--- config.mk ---
export PLATFORM = sky130hd
export DESIGN_NAME = shift_issue_pipe_flat
export DESIGN_NICKNAME = d
export VERILOG_FILES = /design/src/rtl/shift_issue_pipe_pkg.sv /design/src/rtl/shift_issue_pipe_if.sv /design/src/rtl/shift_issue_pipe_barrel_shift_unit.sv /design/src/rtl/shift_issue_pipe.sv /design/src/flat_wrapper.sv
export SDC_FILE = /design/constraint.sdc
export NUM_CORES = 1
export LEC_CHECK = 0
export BUFFER_PORTS_ARGS = -buffer_cell sky130_fd_sc_hd__buf_2
export CORE_AREA = 2 2 94 187
export CTS_CLUSTER_DIAMETER = 150
export DETAILED_ROUTE_END_ITERATION = 12
export DIE_AREA = 0 0 96 189
export PLACE_DENSITY = 0.77
export SYNTH_ARGS = -nofsm -noshare
export SYNTH_HDL_FRONTEND = slang
export SYNTH_HIERARCHICAL = 1
export SYNTH_SLANG_ARGS = --single-unit
--- constraint.sdc ---
create_clock -name clock -period 2.67 [get_ports clock]
set_clock_uncertainty 0.1 [all_clocks]
set_input_delay 0.267 -clock clock [delete_from_list [all_inputs] [get_ports clock]]
set_output_delay 0.267 -clock clock [all_outputs]
set_load 0.03 [all_outputs]
--- src/rtl/shift_issue_pipe_pkg.sv ---
// Shared definitions for the shift issue pipeline.
//   shiftOp_e    : operation encodings carried on in_op
//   DATA_W       : operand/result width
//   SHAMT_W      : shift amount width
//   TAG_W        : opaque tag width
//   bufEntry_t   : one result-buffer entry (result, tag, zero, neg)
package shift_issue_pipe_pkg;

    localparam int DATA_W  = 32;
    localparam int SHAMT_W = 5;
    localparam int TAG_W   = 4;

    typedef enum logic [1:0] {
        OP_SLL = 2'd0,
        OP_SRL = 2'd1,
        OP_SRA = 2'd2,
        OP_ROR = 2'd3
    } shiftOp_e;

    typedef struct packed {
        logic [DATA_W-1:0] result;
        logic [TAG_W-1:0]  tag;
        logic              zero;
        logic              neg;
    } bufEntry_t;

endpackage

--- src/rtl/shift_issue_pipe_if.sv ---
// Handshake bus of the shift issue pipeline.
//   master : upstream/downstream agent (drives in_*, out_ready, flush)
//   slave  : the pipeline (drives in_ready, out_*, pending)
interface shift_issue_pipe_if;
    import shift_issue_pipe_pkg::*;

    logic               flush;
    logic               in_valid;
    logic               in_ready;
    logic [DATA_W-1:0]  in_operand;
    logic [SHAMT_W-1:0] in_shamt;
    logic [1:0]         in_op;
    logic [TAG_W-1:0]   in_tag;
    logic               out_valid;
    logic               out_ready;
    logic [DATA_W-1:0]  out_result;
    logic [TAG_W-1:0]   out_tag;
    logic               out_zero;
    logic               out_neg;
    logic [2:0]         pending;

    modport master (
        output flush, in_valid, in_operand, in_shamt, in_op, in_tag, out_ready,
        input  in_ready, out_valid, out_result, out_tag, out_zero, out_neg, pending
    );

    modport slave (
        input  flush, in_valid, in_operand, in_shamt, in_op, in_tag, out_ready,
        output in_ready, out_valid, out_result, out_tag, out_zero, out_neg, pending
    );

endinterface

--- src/rtl/shift_issue_pipe_barrel_shift_unit.sv ---
// Combinational 5-layer logarithmic shifter.
//   operand : value to shift
//   shamt   : shift amount 0..31, bit k enables the 2**k layer
//   op      : SLL / SRL / SRA / ROR
//   result  : shifted value (shamt 0 passes operand through)
module barrel_shift_unit
    import shift_issue_pipe_pkg::*;
(
    input  logic [DATA_W-1:0]  operand,
    input  logic [SHAMT_W-1:0] shamt,
    input  shiftOp_e           op,
    output logic [DATA_W-1:0]  result
);

    // One fixed-distance layer; composing layers 1/2/4/8/16 gives any amount
    // because each op is closed under composition (SRA keeps the sign bit).
    function automatic logic [DATA_W-1:0] layerShift(
        input logic [DATA_W-1:0] x,
        input shiftOp_e          sop,
        input int                sh
    );
        logic signed [DATA_W-1:0] sx;
        sx = x;
        case (sop)
            OP_SLL:  layerShift = x << sh;
            OP_SRL:  layerShift = x >> sh;
            OP_SRA:  layerShift = sx >>> sh;
            default: layerShift = (x >> sh) | (x << (DATA_W - sh));
        endcase
    endfunction

    logic [DATA_W-1:0] l1, l2, l4, l8, l16;

    assign l1     = shamt[0] ? layerShift(operand, op, 1)  : operand;
    assign l2     = shamt[1] ? layerShift(l1,      op, 2)  : l1;
    assign l4     = shamt[2] ? layerShift(l2,      op, 4)  : l2;
    assign l8     = shamt[3] ? layerShift(l4,      op, 8)  : l4;
    assign l16    = shamt[4] ? layerShift(l8,      op, 16) : l8;
    assign result = l16;

endmodule

--- src/rtl/shift_issue_pipe.sv ---
// Shift issue pipeline: single-entry issue register S1 feeding a DEPTH-entry
// FIFO result buffer. The shift is evaluated from S1 and captured on move.
//   clock   : rising-edge clock
//   reset_n : asynchronous active-low reset
//   bus     : slave side of shift_issue_pipe_if (flush, in_* handshake,
//             out_* handshake, pending occupancy)
module shift_issue_pipe
    import shift_issue_pipe_pkg::*;
#(
    parameter int DEPTH = 2
)(
    input  logic              clock,
    input  logic              reset_n,
    shift_issue_pipe_if.slave bus
);

    localparam int         PTR_W   = (DEPTH > 2) ? 2 : 1;
    localparam logic [2:0] DEPTH_C = 3'(DEPTH);

    function automatic logic [PTR_W-1:0] nextPtr(input logic [PTR_W-1:0] p);
        nextPtr = (p == PTR_W'(DEPTH - 1)) ? '0 : p + 1'b1;
    endfunction

    logic                s1Vld_p1;
    logic [DATA_W-1:0]   s1Operand_p1;
    logic [SHAMT_W-1:0]  s1Shamt_p1;
    shiftOp_e            s1Op_p1;
    logic [TAG_W-1:0]    s1Tag_p1;

    bufEntry_t           bufMem_p2 [DEPTH];
    logic [PTR_W-1:0]    wrPtr, rdPtr;
    logic [2:0]          bufCount;

    logic [DATA_W-1:0]   shiftResult;
    bufEntry_t           newEntry;
    bufEntry_t           headEntry;
    logic                inReady, accept, s1Move, outValid, pop;

    // The move decision deliberately ignores a same-cycle pop so that
    // in_ready never depends on out_ready.
    assign s1Move   = s1Vld_p1 && (bufCount < DEPTH_C);
    assign inReady  = reset_n && !bus.flush && (!s1Vld_p1 || (bufCount < DEPTH_C));
    assign accept   = bus.in_valid && inReady;
    assign outValid = (bufCount != 3'd0);
    assign pop      = outValid && bus.out_ready;

    // ---- stage p1 -> p2 boundary: shift from S1 into a buffer entry ----
    barrel_shift_unit uShift (
        .operand (s1Operand_p1),
        .shamt   (s1Shamt_p1),
        .op      (s1Op_p1),
        .result  (shiftResult)
    );

    assign newEntry = '{result: shiftResult,
                        tag:    s1Tag_p1,
                        zero:   (shiftResult == '0),
                        neg:    shiftResult[DATA_W-1]};

    always_ff @(posedge clock or negedge reset_n) begin
        if (!reset_n) begin
            s1Vld_p1 <= 1'b0;
            bufCount <= 3'd0;
            wrPtr    <= '0;
            rdPtr    <= '0;
        end else if (bus.flush) begin
            s1Vld_p1 <= 1'b0;
            bufCount <= 3'd0;
            wrPtr    <= '0;
            rdPtr    <= '0;
        end else begin
            s1Vld_p1 <= accept || (s1Vld_p1 && !s1Move);
            bufCount <= bufCount + {2'b00, s1Move} - {2'b00, pop};
            if (s1Move) wrPtr <= nextPtr(wrPtr);
            if (pop)    rdPtr <= nextPtr(rdPtr);
        end
    end

    // ---- stage p0 -> p1 boundary: capture the accepted operation ----
    always_ff @(posedge clock) begin
        if (accept) begin
            s1Operand_p1 <= bus.in_operand;
            s1Shamt_p1   <= bus.in_shamt;
            s1Op_p1      <= shiftOp_e'(bus.in_op);
            s1Tag_p1     <= bus.in_tag;
        end
        if (s1Move) bufMem_p2[wrPtr] <= newEntry;
    end

    // Outputs are gated by outValid so reset/flush show zeros without
    // having to clear the buffer storage itself.
    assign headEntry      = bufMem_p2[rdPtr];
    assign bus.in_ready   = inReady;
    assign bus.out_valid  = outValid;
    assign bus.out_result = outValid ? headEntry.result : '0;
    assign bus.out_tag    = outValid ? headEntry.tag    : '0;
    assign bus.out_zero   = outValid && headEntry.zero;
    assign bus.out_neg    = outValid && headEntry.neg;
    assign bus.pending    = {2'b00, s1Vld_p1} + bufCount;

endmodule

--- src/flat_wrapper.sv ---
// flat-port wrapper written by rule: the top's interface ports become plain ports
module shift_issue_pipe_flat import shift_issue_pipe_pkg::*;
#(
    parameter int DEPTH = 2
)
  (clock, reset_n, bus_flush, bus_in_valid, bus_in_operand, bus_in_shamt, bus_in_op, bus_in_tag, bus_out_ready, bus_in_ready, bus_out_valid, bus_out_result, bus_out_tag, bus_out_zero, bus_out_neg, bus_pending);
  shift_issue_pipe_if bus_i ();
  input  logic clock;
  input  logic reset_n;
  input wire logic [$bits(bus_i.flush)-1:0] bus_flush;
  input wire logic [$bits(bus_i.in_valid)-1:0] bus_in_valid;
  input wire logic [$bits(bus_i.in_operand)-1:0] bus_in_operand;
  input wire logic [$bits(bus_i.in_shamt)-1:0] bus_in_shamt;
  input wire logic [$bits(bus_i.in_op)-1:0] bus_in_op;
  input wire logic [$bits(bus_i.in_tag)-1:0] bus_in_tag;
  input wire logic [$bits(bus_i.out_ready)-1:0] bus_out_ready;
  output wire logic [$bits(bus_i.in_ready)-1:0] bus_in_ready;
  output wire logic [$bits(bus_i.out_valid)-1:0] bus_out_valid;
  output wire logic [$bits(bus_i.out_result)-1:0] bus_out_result;
  output wire logic [$bits(bus_i.out_tag)-1:0] bus_out_tag;
  output wire logic [$bits(bus_i.out_zero)-1:0] bus_out_zero;
  output wire logic [$bits(bus_i.out_neg)-1:0] bus_out_neg;
  output wire logic [$bits(bus_i.pending)-1:0] bus_pending;
  assign bus_i.flush = bus_flush;
  assign bus_i.in_valid = bus_in_valid;
  assign bus_i.in_operand = bus_in_operand;
  assign bus_i.in_shamt = bus_in_shamt;
  assign bus_i.in_op = bus_in_op;
  assign bus_i.in_tag = bus_in_tag;
  assign bus_i.out_ready = bus_out_ready;
  assign bus_in_ready = bus_i.in_ready;
  assign bus_out_valid = bus_i.out_valid;
  assign bus_out_result = bus_i.out_result;
  assign bus_out_tag = bus_i.out_tag;
  assign bus_out_zero = bus_i.out_zero;
  assign bus_out_neg = bus_i.out_neg;
  assign bus_pending = bus_i.pending;
  shift_issue_pipe #(.DEPTH(DEPTH)) u_core (.clock(clock), .reset_n(reset_n), .bus(bus_i));
endmodule
==> results of run 1 <==
stage by stage:
stage	instances	utilization (%)	setup TNS [ns]
after CTS	1527	81.1	-16.09
after global placement	1439	70.2	-24.14
after floorplan	942	-	-0.202
after detailed placement	1439	70.2	-26.29
layer usage:
layer,track usage [%],overflow
met1,51.0,0
met2,80.4,2
met3,21.8,0
met4,59.0,0
met5,2.68,0
repair_timing:
action                                  4_1_cts
pin swaps                                    27
cloned                                        3
hold endpoints to repair                     49
hold buffers                                 44
endpoints found under the setup margin       66
buffers inserted                             11
gates resized for setup                     122
logic make-up after synthesis:
kind of cell / count (synthesis)
DFF: 123
xor gates and xnor gates: 4
and+or+nand+nor: 298
buffers and inverters: 99
AOI/OAI and AO/OA: 331
muxes: 81
adders and majority gates: 6
==> impl_metrics.prom, run 1 <==
# TYPE chip_impl_metric gauge
chip_impl_metric{name="synth_enable_flop_cells",unit=""} 117
chip_impl_metric{name="floorplan.initialDensity",unit="%"} 54.2
chip_impl_metric{name="routabilityCongestion",unit=""} 1.04
chip_impl_metric{name="boundaryPins",unit=""} 91
chip_impl_metric{name="cts_num_sinks",unit=""} 123
chip_impl_metric{name="yosys_register_bits",unit=""} 123
chip_impl_metric{name="cts_htree_levels",unit=""} 4
chip_impl_metric{name="port-buffer-count",unit=""} 90
chip_impl_metric{name="synth_area_in_compound_gates",unit="%"} 25.1
chip_impl_metric{name="placed_cell_area",unit="mm2"} 0.0117
chip_impl_info{name="failing_step",value="global routing"} 1
chip_impl_metric{name="synth.yosys.seq_area_share",unit="%"} 40.5
chip_impl_metric{name="muxShareOfSynthArea",unit="%"} 11.1
chip_impl_info{name="yosys.area.top_type",value="sky130_fd_sc_hd__edfxtp_1"} 1
chip_impl_info{name="synth.area.top_cells",value="sky130_fd_sc_hd__edfxtp_1, sky130_fd_sc_hd__mux2i_1, sky130_fd_sc_hd__nor2_1"} 1
chip_impl_metric{name="synth_xor_area_share",unit="%"} 0.388
chip_impl_metric{name="std_cell_rows",unit=""} 67
chip_impl_info{name="ys_dominant_reg_cell",value="sky130_fd_sc_hd__edfxtp_1"} 1
chip_impl_metric{name="postSynthNetCount",unit=""} 996
chip_impl_info{name="error_message",value="[ERROR GRT-0232] Routing congestion too high. Check the congestion heatmap in the GUI."} 1
chip_impl_metric{name="post_synth_fa_ha_maj_area_fraction",unit="%"} 0.913
chip_impl_info{name="yosysMostFrequentCell",value="sky130_fd_sc_hd__nor2_1"} 1
chip_impl_metric{name="grt_overflow_total",unit=""} 2
chip_impl_metric{name="async_flop_share",unit="%"} 4.88
chip_impl_metric{name="netlist.area_leader.share",unit="%"} 38.9
chip_impl_metric{name="synth_warn",unit=""} 6
chip_impl_metric{name="clockBufferDepth",unit=""} 2
chip_impl_metric{name="syn-cell-area",unit="mm2"} 0.00904
chip_impl_metric{name="dpl.hpwl",unit="mm"} 29.0
chip_impl_metric{name="pre_cts_ws",unit="ns"} -0.957
chip_impl_metric{name="die_width",unit="um"} 96
chip_impl_metric{name="maximum_number_of_pins_on_one_net_before_global_route_repair",unit=""} 44
chip_impl_metric{name="number_of_buffers_created_by_cts",unit=""} 17
chip_impl_info{name="ys_top_cells_by_count",value="sky130_fd_sc_hd__nor2_1, sky130_fd_sc_hd__edfxtp_1, sky130_fd_sc_hd__o21ai_0, sky130_fd_sc_hd__a21oi_1, sky130_fd_sc_hd__mux2i_1"} 1
chip_impl_metric{name="die_h",unit="um"} 189
chip_impl_metric{name="synthCells",unit=""} 942
chip_impl_info{name="synth_top_family_by_area",value="compound AO/OA/AOI/OAI gates"} 1
chip_impl_metric{name="synthSimpleGateAreaFrac",unit="%"} 16.4
chip_impl_metric{name="mapped_avg_cell_area",unit="um2"} 9.60
chip_impl_metric{name="synthDistinctLibCells",unit=""} 85
chip_impl_metric{name="gr-usage-all-layers",unit="%"} 53.9
chip_impl_info{name="status",value="aborted with a tool error"} 1
chip_impl_info{name="cts.root.buffer_cell",value="sky130_fd_sc_hd__clkbuf_16"} 1
==> inputs of run 2 (changes only) <==
--- a/config.mk
+++ b/config.mk
@@ -6,11 +6,10 @@
 export NUM_CORES = 1
 export LEC_CHECK = 0
 export BUFFER_PORTS_ARGS = -buffer_cell sky130_fd_sc_hd__buf_2
-export CORE_AREA = 2 2 94 187
-export CTS_CLUSTER_DIAMETER = 150
+export CORE_AREA = 2 2 154 156
 export DETAILED_ROUTE_END_ITERATION = 12
-export DIE_AREA = 0 0 96 189
-export PLACE_DENSITY = 0.77
+export DIE_AREA = 0 0 156 158
+export PLACE_DENSITY_LB_ADDON = 0.15
 export SYNTH_ARGS = -nofsm -noshare
 export SYNTH_HDL_FRONTEND = slang
 export SYNTH_HIERARCHICAL = 1
==> constraint.sdc (replaced) <==
create_clock -name clock -period 3.5 [get_ports clock]
set_clock_uncertainty 0.1 [all_clocks]
set_input_delay 0.35 -clock clock [delete_from_list [all_inputs] [get_ports clock]]
set_output_delay 0.35 -clock clock [all_outputs]
set_load 0.03 [all_outputs]
==> impl_metrics.prom, run 2 <==
# TYPE chip_impl_metric gauge
chip_impl_info{name="status",value="completed"} 1
chip_impl_info{name="synth.area.top_cells",value="sky130_fd_sc_hd__edfxtp_1, sky130_fd_sc_hd__mux2i_1, sky130_fd_sc_hd__nor2_1"} 1
chip_impl_metric{name="syn2layout_area_growth",unit="%"} 31.4
chip_impl_metric{name="std_cell_rows",unit=""} 56
chip_impl_metric{name="synth_area_in_compound_gates",unit="%"} 25.1
chip_impl_metric{name="layout.core_utilization",unit="%"} 51.5
chip_impl_metric{name="routabilityCongestion",unit=""} 1.00
chip_impl_metric{name="dpl.hpwl",unit="mm"} 24.7
chip_impl_metric{name="finish.net_count",unit=""} 1201
chip_impl_metric{name="placed_cell_area",unit="mm2"} 0.0105
chip_impl_metric{name="core",unit="mm2"} 0.0231
chip_impl_metric{name="cp_data_arrival_time",unit="ns"} 3.60
chip_impl_metric{name="min_period",unit="ns"} 3.42
chip_impl_metric{name="synth_xor_area_share",unit="%"} 0.388
chip_impl_metric{name="synth.yosys.seq_area_share",unit="%"} 40.5
chip_impl_metric{name="maximum_number_of_pins_on_one_net_before_global_route_repair",unit=""} 60
chip_impl_metric{name="synth_warn",unit=""} 6
chip_impl_metric{name="report.power.total",unit="mW"} 5.66
chip_impl_metric{name="cts.reportedPaths.clkPinSlew",unit="ns"} 0.07
chip_impl_metric{name="synthDistinctLibCells",unit=""} 85
chip_impl_metric{name="switching_share_of_power",unit="%"} 39.9
chip_impl_info{name="layout.cells.most_common",value="sky130_fd_sc_hd__buf_4"} 1
chip_impl_metric{name="post_layout_nonfiller_instances",unit=""} 1450
chip_impl_info{name="yosys.area.top_type",value="sky130_fd_sc_hd__edfxtp_1"} 1
chip_impl_metric{name="dieArea",unit="mm2"} 0.0246
chip_impl_metric{name="crit_fanout",unit=""} 7
chip_impl_metric{name="postRouteWirelength",unit="mm"} 35.4
chip_impl_metric{name="gr-usage-all-layers",unit="%"} 27.5
chip_impl_metric{name="p_leak",unit="nW"} 4.41
chip_impl_metric{name="final_max_tran_viols",unit=""} 0
chip_impl_metric{name="setup_viol",unit=""} 0
chip_impl_metric{name="yosys_register_bits",unit=""} 123
chip_impl_metric{name="drt_drc_violations_left",unit=""} 0
chip_impl_metric{name="detail_route.iter0.violations",unit=""} 1195
chip_impl_metric{name="worst-endpoint-required",unit="ns"} 3.68
chip_impl_metric{name="wl_per_cell",unit="um"} 24.4
chip_impl_metric{name="port-buffer-count",unit=""} 90
chip_impl_metric{name="maxSlewHeadroom",unit="%"} 43.4
chip_impl_metric{name="synth_enable_flop_cells",unit=""} 117
chip_impl_metric{name="cts_htree_levels",unit=""} 4
chip_impl_info{name="critical_path.reg2reg.startpoint",value="u_core/s1Op_p1[1]$_DFFE_PN_"} 1
chip_impl_info{name="ys_top_cells_by_count",value="sky130_fd_sc_hd__nor2_1, sky130_fd_sc_hd__edfxtp_1, sky130_fd_sc_hd__o21ai_0, sky130_fd_sc_hd__a21oi_1, sky130_fd_sc_hd__mux2i_1"} 1
chip_impl_metric{name="irDropWorstVdd",unit="mV"} 0.295
chip_impl_metric{name="worst_slew_pin_slew",unit="ns"} 0.846
chip_impl_info{name="cts.root.buffer_cell",value="sky130_fd_sc_hd__clkbuf_16"} 1
chip_impl_metric{name="drv_cap",unit=""} 0
chip_impl_metric{name="ant_nets",unit=""} 0
chip_impl_info{name="layout.cells.most_common_list",value="sky130_fd_sc_hd__buf_4, sky130_fd_sc_hd__edfxtp_1, sky130_fd_sc_hd__nor2_1, sky130_fd_sc_hd__buf_2, sky130_fd_sc_hd__o21ai_0"} 1
chip_impl_metric{name="grt_overflow_total",unit=""} 0
chip_impl_info{name="ys_dominant_reg_cell",value="sky130_fd_sc_hd__edfxtp_1"} 1
chip_impl_metric{name="pre_cts_ws",unit="ns"} -0.00666
chip_impl_metric{name="grt_first_pass_wirelength",unit="mm"} 51.0
chip_impl_metric{name="die_width",unit="um"} 156
chip_impl_metric{name="finalSetupTns",unit="ns"} 0
chip_impl_metric{name="power_frac_clock",unit="%"} 30.9
chip_impl_info{name="path_class",value="reg -> reg"} 1
chip_impl_info{name="cts_tree",value="built"} 1
chip_impl_info{name="synth_top_family_by_area",value="compound AO/OA/AOI/OAI gates"} 1
chip_impl_metric{name="post_synth_fa_ha_maj_area_fraction",unit="%"} 0.913
chip_impl_metric{name="number_of_antenna_violations_at_the_first_check_in_global_routing",unit=""} 0
chip_impl_info{name="worstHoldPathType",value="in -> reg"} 1
chip_impl_info{name="critPathLaunchType",value="flip-flop"} 1
chip_impl_metric{name="layout_setup_ws",unit="ns"} 0.0809
chip_impl_metric{name="final_report_hold_violation_count",unit=""} 0
chip_impl_metric{name="cellPowerDensity",unit="mW/mm2"} 477
chip_impl_metric{name="netlist.area_leader.share",unit="%"} 38.9
chip_impl_info{name="largestRegisters",value="u_core/bufMem_p2 (74), u_core/s1Operand_p1 (32), u_core/s1Shamt_p1 (5)"} 1
chip_impl_metric{name="power.share.sequential",unit="%"} 32.1
chip_impl_info{name="worst_setup_path_startpoint",value="u_core/s1Op_p1[1]$_DFFE_PN_"} 1
chip_impl_metric{name="boundaryPins",unit=""} 91
chip_impl_metric{name="fmax",unit="MHz"} 292
chip_impl_info{name="largest-register",value="u_core/bufMem_p2"} 1
chip_impl_metric{name="clock_latency",unit="ns"} 0.44
chip_impl_metric{name="filler_cell_count",unit=""} 2112
chip_impl_metric{name="antenna_cells",unit=""} 0
chip_impl_info{name="min_from",value="bus_in_operand[3]"} 1
chip_impl_metric{name="timing.hold.ws",unit="ns"} 0.00806
chip_impl_info{name="yosysMostFrequentCell",value="sky130_fd_sc_hd__nor2_1"} 1
chip_impl_metric{name="floorplan.initialDensity",unit="%"} 39.2
chip_impl_metric{name="p_comb_share",unit="%"} 37.0
chip_impl_metric{name="first_global_vias",unit=""} 8317
chip_impl_metric{name="syn-cell-area",unit="mm2"} 0.00904
chip_impl_metric{name="clockBufferDepth",unit=""} 2
chip_impl_info{name="worst_setup_path_end_kind",value="flip-flop"} 1
chip_impl_metric{name="drt-vias-per-instance",unit=""} 6.34
chip_impl_metric{name="cts_num_sinks",unit=""} 123
chip_impl_metric{name="muxShareOfSynthArea",unit="%"} 11.1
chip_impl_metric{name="p_int",unit="mW"} 3.40
chip_impl_metric{name="fraction_of_the_cycle_the_final_worst_path_needs",unit="%"} 97.7
chip_impl_metric{name="postSynthNetCount",unit=""} 996
chip_impl_metric{name="placed_cells_incl_taps",unit=""} 1362
chip_impl_metric{name="switching_power",unit="mW"} 2.26
chip_impl_metric{name="firstDrtPassIters",unit=""} 6
chip_impl_metric{name="mapped_avg_cell_area",unit="um2"} 9.60
chip_impl_metric{name="synthCells",unit=""} 942
chip_impl_metric{name="largest_reg_flops",unit=""} 74
chip_impl_metric{name="synthSimpleGateAreaFrac",unit="%"} 16.4
chip_impl_metric{name="die_h",unit="um"} 158
chip_impl_metric{name="proportion_of_layout_cells_with_a_drive_suffix_above_1",unit="%"} 30.6
chip_impl_metric{name="async_flop_share",unit="%"} 4.88
chip_impl_metric{name="number_of_buffers_created_by_cts",unit=""} 17
chip_impl_metric{name="detailroute.via_count",unit=""} 9197
chip_impl_metric{name="stdcell_area",unit="mm2"} 0.0119
run 2: cell type report:
class / instances / area, um2 / share of cell area (%)
well taps: 290 / 363 / 3.06
multi-input cells: 721 / 5110 / 43.1
clock inverters: 15 / 144 / 1.21
inverters: 14 / 57.6 / 0.485
clock buffers: 17 / 425 / 3.58
flip-flops and latches: 123 / 3660 / 30.9
repair buffers: 270 / 2110 / 17.7
run 2: cell families after synthesis:
kind of cell,after synthesis
AO/OA/AOI/OAI,331
AND/OR/NAND/NOR,298
flip-flops,123
buffers and inverters,99
multiplexers,81
adder cells (fa/ha/maj),6
XOR/XNOR,4
run 2: power by group through the flow:
stage / sequential, mW / combinational [mW] / clock, mW
2_1_floorplan: 1.80 / 1.47 / 0
3_3_place_gp: 1.85 / 1.99 / 0
3_5_place_dp: 1.85 / 2.01 / 0
4_1_cts: 1.82 / 2.05 / 1.79
5_1_grt: 1.83 / 2.25 / 1.84
6_report: 1.82 / 2.10 / 1.75
run 2: final timing paths:
path | endpoint | depth (start not counted) | slack (ns)
max | u_core/bufMem_p2[1][1]$_DFFE_PP_ | 12 | 0.08
min | u_core/s1Operand_p1[3]$_DFFE_PN_ | 1 | 0.008
max reg2reg | u_core/bufMem_p2[1][1]$_DFFE_PP_ | 12 | 0.08
min reg2reg | u_core/bufMem_p2[1][3]$_DFFE_PP_ | 0 | 0.34
max in group asynchronous | u_core/rdPtr$_DFFE_PN0P_ | 2 | 2.93
min in group asynchronous | u_core/bufCount[0]$_DFF_PN0_ | 2 | 0.20
run 2: routing by layer:
| layer | wire (um) | vias to the layer above | GRT usage (%) |
|---|---|---|---|
| met4 | 1890 | 0 | 12.6 |
| met1 | 14200 | 4391 | 36.0 |
| met2 | 16400 | 562 | 44.9 |
| li1 | - | 4117 | - |
| met3 | 2950 | 127 | 4.60 |
| met5 | 0 | - | 0 |
run 2: what timing repair did:
| item | 4_1_cts | 5_1_grt |
|---|---|---|
| hold buffers | 43 | 0 |
| setup buffers | 0 | 6 |
| endpoints found under the hold margin | 48 | 0 |
| endpoints found under the setup margin | 2 | 2 |
| pin swaps | 0 | 6 |
| cloned | 0 | 7 |
| resized for setup | 4 | 48 |
run 2: worst max-delay path: stages, from the launching register on:
cell,delay (ns)
sky130_fd_sc_hd__edfxtp_1,0.47
sky130_fd_sc_hd__buf_12,0.19
sky130_fd_sc_hd__or2_4,0.31
sky130_fd_sc_hd__buf_4,0.17
sky130_fd_sc_hd__o21a_1,0.22
sky130_fd_sc_hd__o22ai_1,0.52
sky130_fd_sc_hd__a21o_1,0.21
sky130_fd_sc_hd__a31oi_1,0.05
sky130_fd_sc_hd__nor4_1,0.36
sky130_fd_sc_hd__a221oi_2,0.10
sky130_fd_sc_hd__nor4_1,0.30
sky130_fd_sc_hd__nand4_1,0.14
sky130_fd_sc_hd__nor2_2,0.14
Power figures use the tool's default switching activity.
==> inputs of run 3 (changes only) <==
--- a/config.mk
+++ b/config.mk
@@ -10,6 +10,7 @@
 export DETAILED_ROUTE_END_ITERATION = 12
 export DIE_AREA = 0 0 156 158
 export PLACE_DENSITY_LB_ADDON = 0.15
+export RECOVER_POWER = 100
 export SYNTH_ARGS = -nofsm -noshare
 export SYNTH_HDL_FRONTEND = slang
 export SYNTH_HIERARCHICAL = 1
==> impl_metrics.prom, run 3 (same netlist as run 2, synthesis figures left out) <==
# TYPE chip_impl_metric gauge
chip_impl_metric{name="die_width",unit="um"} 156
chip_impl_metric{name="ff2ff_setup_slack",unit="ns"} 0.07
chip_impl_info{name="status",value="completed"} 1
chip_impl_metric{name="grt_overflow_total",unit=""} 0
chip_impl_metric{name="cellPowerDensity",unit="mW/mm2"} 474
chip_impl_metric{name="proportion_of_layout_cells_with_a_drive_suffix_above_1",unit="%"} 26.6
chip_impl_metric{name="first_global_vias",unit=""} 8317
chip_impl_info{name="largestRegisters",value="u_core/bufMem_p2 (74), u_core/s1Operand_p1 (32), u_core/s1Shamt_p1 (5)"} 1
chip_impl_metric{name="placed_cells_incl_taps",unit=""} 1362
chip_impl_metric{name="detail_route.iter0.violations",unit=""} 1303
chip_impl_metric{name="post_layout_nonfiller_instances",unit=""} 1450
chip_impl_metric{name="number_of_buffers_created_by_cts",unit=""} 17
chip_impl_metric{name="number_of_antenna_violations_at_the_first_check_in_global_routing",unit=""} 0
chip_impl_metric{name="wl_per_cell",unit="um"} 24.4
chip_impl_metric{name="floorplan.initialDensity",unit="%"} 39.2
chip_impl_metric{name="cts.reportedPaths.clkPinSlew",unit="ns"} 0.07
chip_impl_metric{name="cts_num_sinks",unit=""} 123
chip_impl_metric{name="layout_setup_ws",unit="ns"} 0.0712
chip_impl_metric{name="antenna_cells",unit=""} 0
chip_impl_metric{name="filler_cell_count",unit=""} 2145
chip_impl_metric{name="dpl.hpwl",unit="mm"} 24.7
chip_impl_info{name="setup.worst_path.end",value="u_core/bufMem_p2[1][1]$_DFFE_PP_"} 1
chip_impl_info{name="critPathLaunchType",value="flip-flop"} 1
chip_impl_metric{name="worst-endpoint-required",unit="ns"} 3.58
chip_impl_info{name="worst_setup_path_startpoint",value="u_core/s1Op_p1[1]$_DFFE_PN_"} 1
chip_impl_metric{name="final_max_tran_viols",unit=""} 0
chip_impl_metric{name="postRouteWirelength",unit="mm"} 35.4
chip_impl_metric{name="dieArea",unit="mm2"} 0.0246
chip_impl_metric{name="port-buffer-count",unit=""} 90
chip_impl_metric{name="largest_reg_flops",unit=""} 74
chip_impl_metric{name="crit_fanout",unit=""} 7
chip_impl_metric{name="irDropWorstVdd",unit="mV"} 0.298
chip_impl_metric{name="worst_slew_pin_slew",unit="ns"} 1.41
chip_impl_metric{name="layout.core_utilization",unit="%"} 51.1
chip_impl_metric{name="ant_nets",unit=""} 0
chip_impl_metric{name="fmax",unit="MHz"} 292
chip_impl_metric{name="detailroute.via_count",unit=""} 9230
chip_impl_metric{name="syn2layout_area_growth",unit="%"} 30.3
chip_impl_info{name="r2r-end",value="u_core/bufMem_p2[1][1]$_DFFE_PP_"} 1
chip_impl_metric{name="r2r.worst_path.cells",unit=""} 11
chip_impl_metric{name="maximum_number_of_pins_on_one_net_before_global_route_repair",unit=""} 60
chip_impl_metric{name="grt_first_pass_wirelength",unit="mm"} 51.0
chip_impl_metric{name="die_h",unit="um"} 158
chip_impl_info{name="critical_path.reg2reg.startpoint",value="u_core/s1Op_p1[1]$_DFFE_PN_"} 1
chip_impl_metric{name="cp_data_arrival_time",unit="ns"} 3.51
chip_impl_metric{name="clockBufferDepth",unit=""} 2
chip_impl_metric{name="clock_latency",unit="ns"} 0.44
chip_impl_metric{name="routabilityCongestion",unit=""} 1.00
chip_impl_metric{name="drt_drc_violations_left",unit=""} 0
chip_impl_metric{name="finish.net_count",unit=""} 1201
chip_impl_metric{name="final_report_hold_violation_count",unit=""} 0
chip_impl_metric{name="drv_cap",unit=""} 0
chip_impl_metric{name="pre_cts_ws",unit="ns"} -0.00666
chip_impl_metric{name="drt-vias-per-instance",unit=""} 6.37
chip_impl_metric{name="maxSlewHeadroom",unit="%"} 5.87
chip_impl_metric{name="std_cell_rows",unit=""} 56
chip_impl_info{name="worstHoldPathType",value="in -> reg"} 1
chip_impl_metric{name="fraction_of_the_cycle_the_final_worst_path_needs",unit="%"} 98.0
chip_impl_metric{name="p_leak",unit="nW"} 4.25
chip_impl_info{name="path_class",value="reg -> reg"} 1
chip_impl_metric{name="min_period",unit="ns"} 3.43
chip_impl_metric{name="core",unit="mm2"} 0.0231
chip_impl_metric{name="setup_viol",unit=""} 0
chip_impl_metric{name="gr-usage-all-layers",unit="%"} 27.5
chip_impl_info{name="worst_setup_path_end_kind",value="flip-flop"} 1
chip_impl_info{name="cts_tree",value="built"} 1
chip_impl_metric{name="boundaryPins",unit=""} 91
chip_impl_metric{name="firstDrtPassIters",unit=""} 6
chip_impl_metric{name="cts_htree_levels",unit=""} 4
chip_impl_info{name="largest-register",value="u_core/bufMem_p2"} 1
chip_impl_info{name="cts.root.buffer_cell",value="sky130_fd_sc_hd__clkbuf_16"} 1
chip_impl_info{name="layout.cells.most_common_list",value="sky130_fd_sc_hd__nor2_1, sky130_fd_sc_hd__edfxtp_1, sky130_fd_sc_hd__buf_4, sky130_fd_sc_hd__o21ai_0, sky130_fd_sc_hd__a21oi_1"} 1
run 3: cell types whose count changed in the layout (fill, tap and decap cells not counted), moves of 4 or more:
cell	change
sky130_fd_sc_hd__buf_2	-42
sky130_fd_sc_hd__buf_4	-4
sky130_fd_sc_hd__clkbuf_1	+43
sky130_fd_sc_hd__clkbuf_2	+4
run 3: worst min path at each step:
stage	slack (ns)	depth (start not counted)	endpoint	start
5_1_grt	0.002	1	u_core/s1Operand_p1[3]$_DFFE_PN_	bus_in_operand[3]
4_1_cts	0.002	1	u_core/s1Operand_p1[3]$_DFFE_PN_	bus_in_operand[3]
2_1_floorplan	-0.05	0	u_core/bufCount[0]$_DFF_PN0_	reset_n
3_3_place_gp	0.09	1	u_core/s1Vld_p1$_DFF_PN0_	reset_n
3_5_place_dp	0.1	1	u_core/s1Vld_p1$_DFF_PN0_	reset_n
6_report	0.006	1	u_core/s1Operand_p1[3]$_DFFE_PN_	bus_in_operand[3]
run 3: repair_timing:
item | in CTS | in global routing
gates resized for setup | 4 | 48
hold endpoints to repair | 48 | 0
endpoints found under the setup margin | 2 | 2
pin swaps | 0 | 6
gates cloned | 0 | 7
hold buffers | 43 | 0
setup buffers | 0 | 6
run 3: worst max-delay path: stages (launching register included):
cell and delay, ns:
sky130_fd_sc_hd__edfxtp_1 0.47, sky130_fd_sc_hd__buf_12 0.19, sky130_fd_sc_hd__buf_6 0.14, sky130_fd_sc_hd__or3b_1 0.36, sky130_fd_sc_hd__a311oi_1 0.30, sky130_fd_sc_hd__a21oi_1 0.17
sky130_fd_sc_hd__a221oi_1 0.58, sky130_fd_sc_hd__o211ai_1 0.22, sky130_fd_sc_hd__a221oi_2 0.37, sky130_fd_sc_hd__nor4_1 0.10, sky130_fd_sc_hd__nand4_1 0.12, sky130_fd_sc_hd__nor2_2 0.05
run 3: per-layer routing:
metal,global-route usage (%),vias up,wire (um)
li1,-,4119,-
met3,4.60,141,2890
met4,12.6,0,1940
met2,44.9,562,16400
met1,36.0,4408,14200
met5,0,-,0
run 3: layout make-up:
type	count	area, um2	area share, %
repair buffers	270	2030	17.2
flip-flops and latches	123	3660	31.1
inverters	14	57.6	0.489
clock buffers	17	425	3.61
well taps	290	363	3.08
clock inverters	15	144	1.22
multi-input cells	721	5090	43.3
run 3: where the power goes:
| group | switching [mW] | leakage (nW) | total [mW] | internal (mW) |
|---|---|---|---|---|
| clock network | 0.805 | 0.268 | 1.75 | 0.943 |
| logic | 1.37 | 2.83 | 2.02 | 0.651 |
| registers | 0.0852 | 1.15 | 1.81 | 1.72 |
| total | 2.26 | 4.25 | 5.58 | 3.32 |
run 3: metrics by stage:
step	area [um2]	TNS (ns)	power (mW)	hold slack [ns]
after floorplan	9040	0	3.27	-0.0456
after global placement	10500	-0.0440	3.84	0.0920
after detailed placement	10500	-0.0133	3.86	0.0953
after CTS	11500	0	5.66	0.00201
after global routing	11800	-0.111	5.84	0.00171
final	11800	0	5.58	0.00643
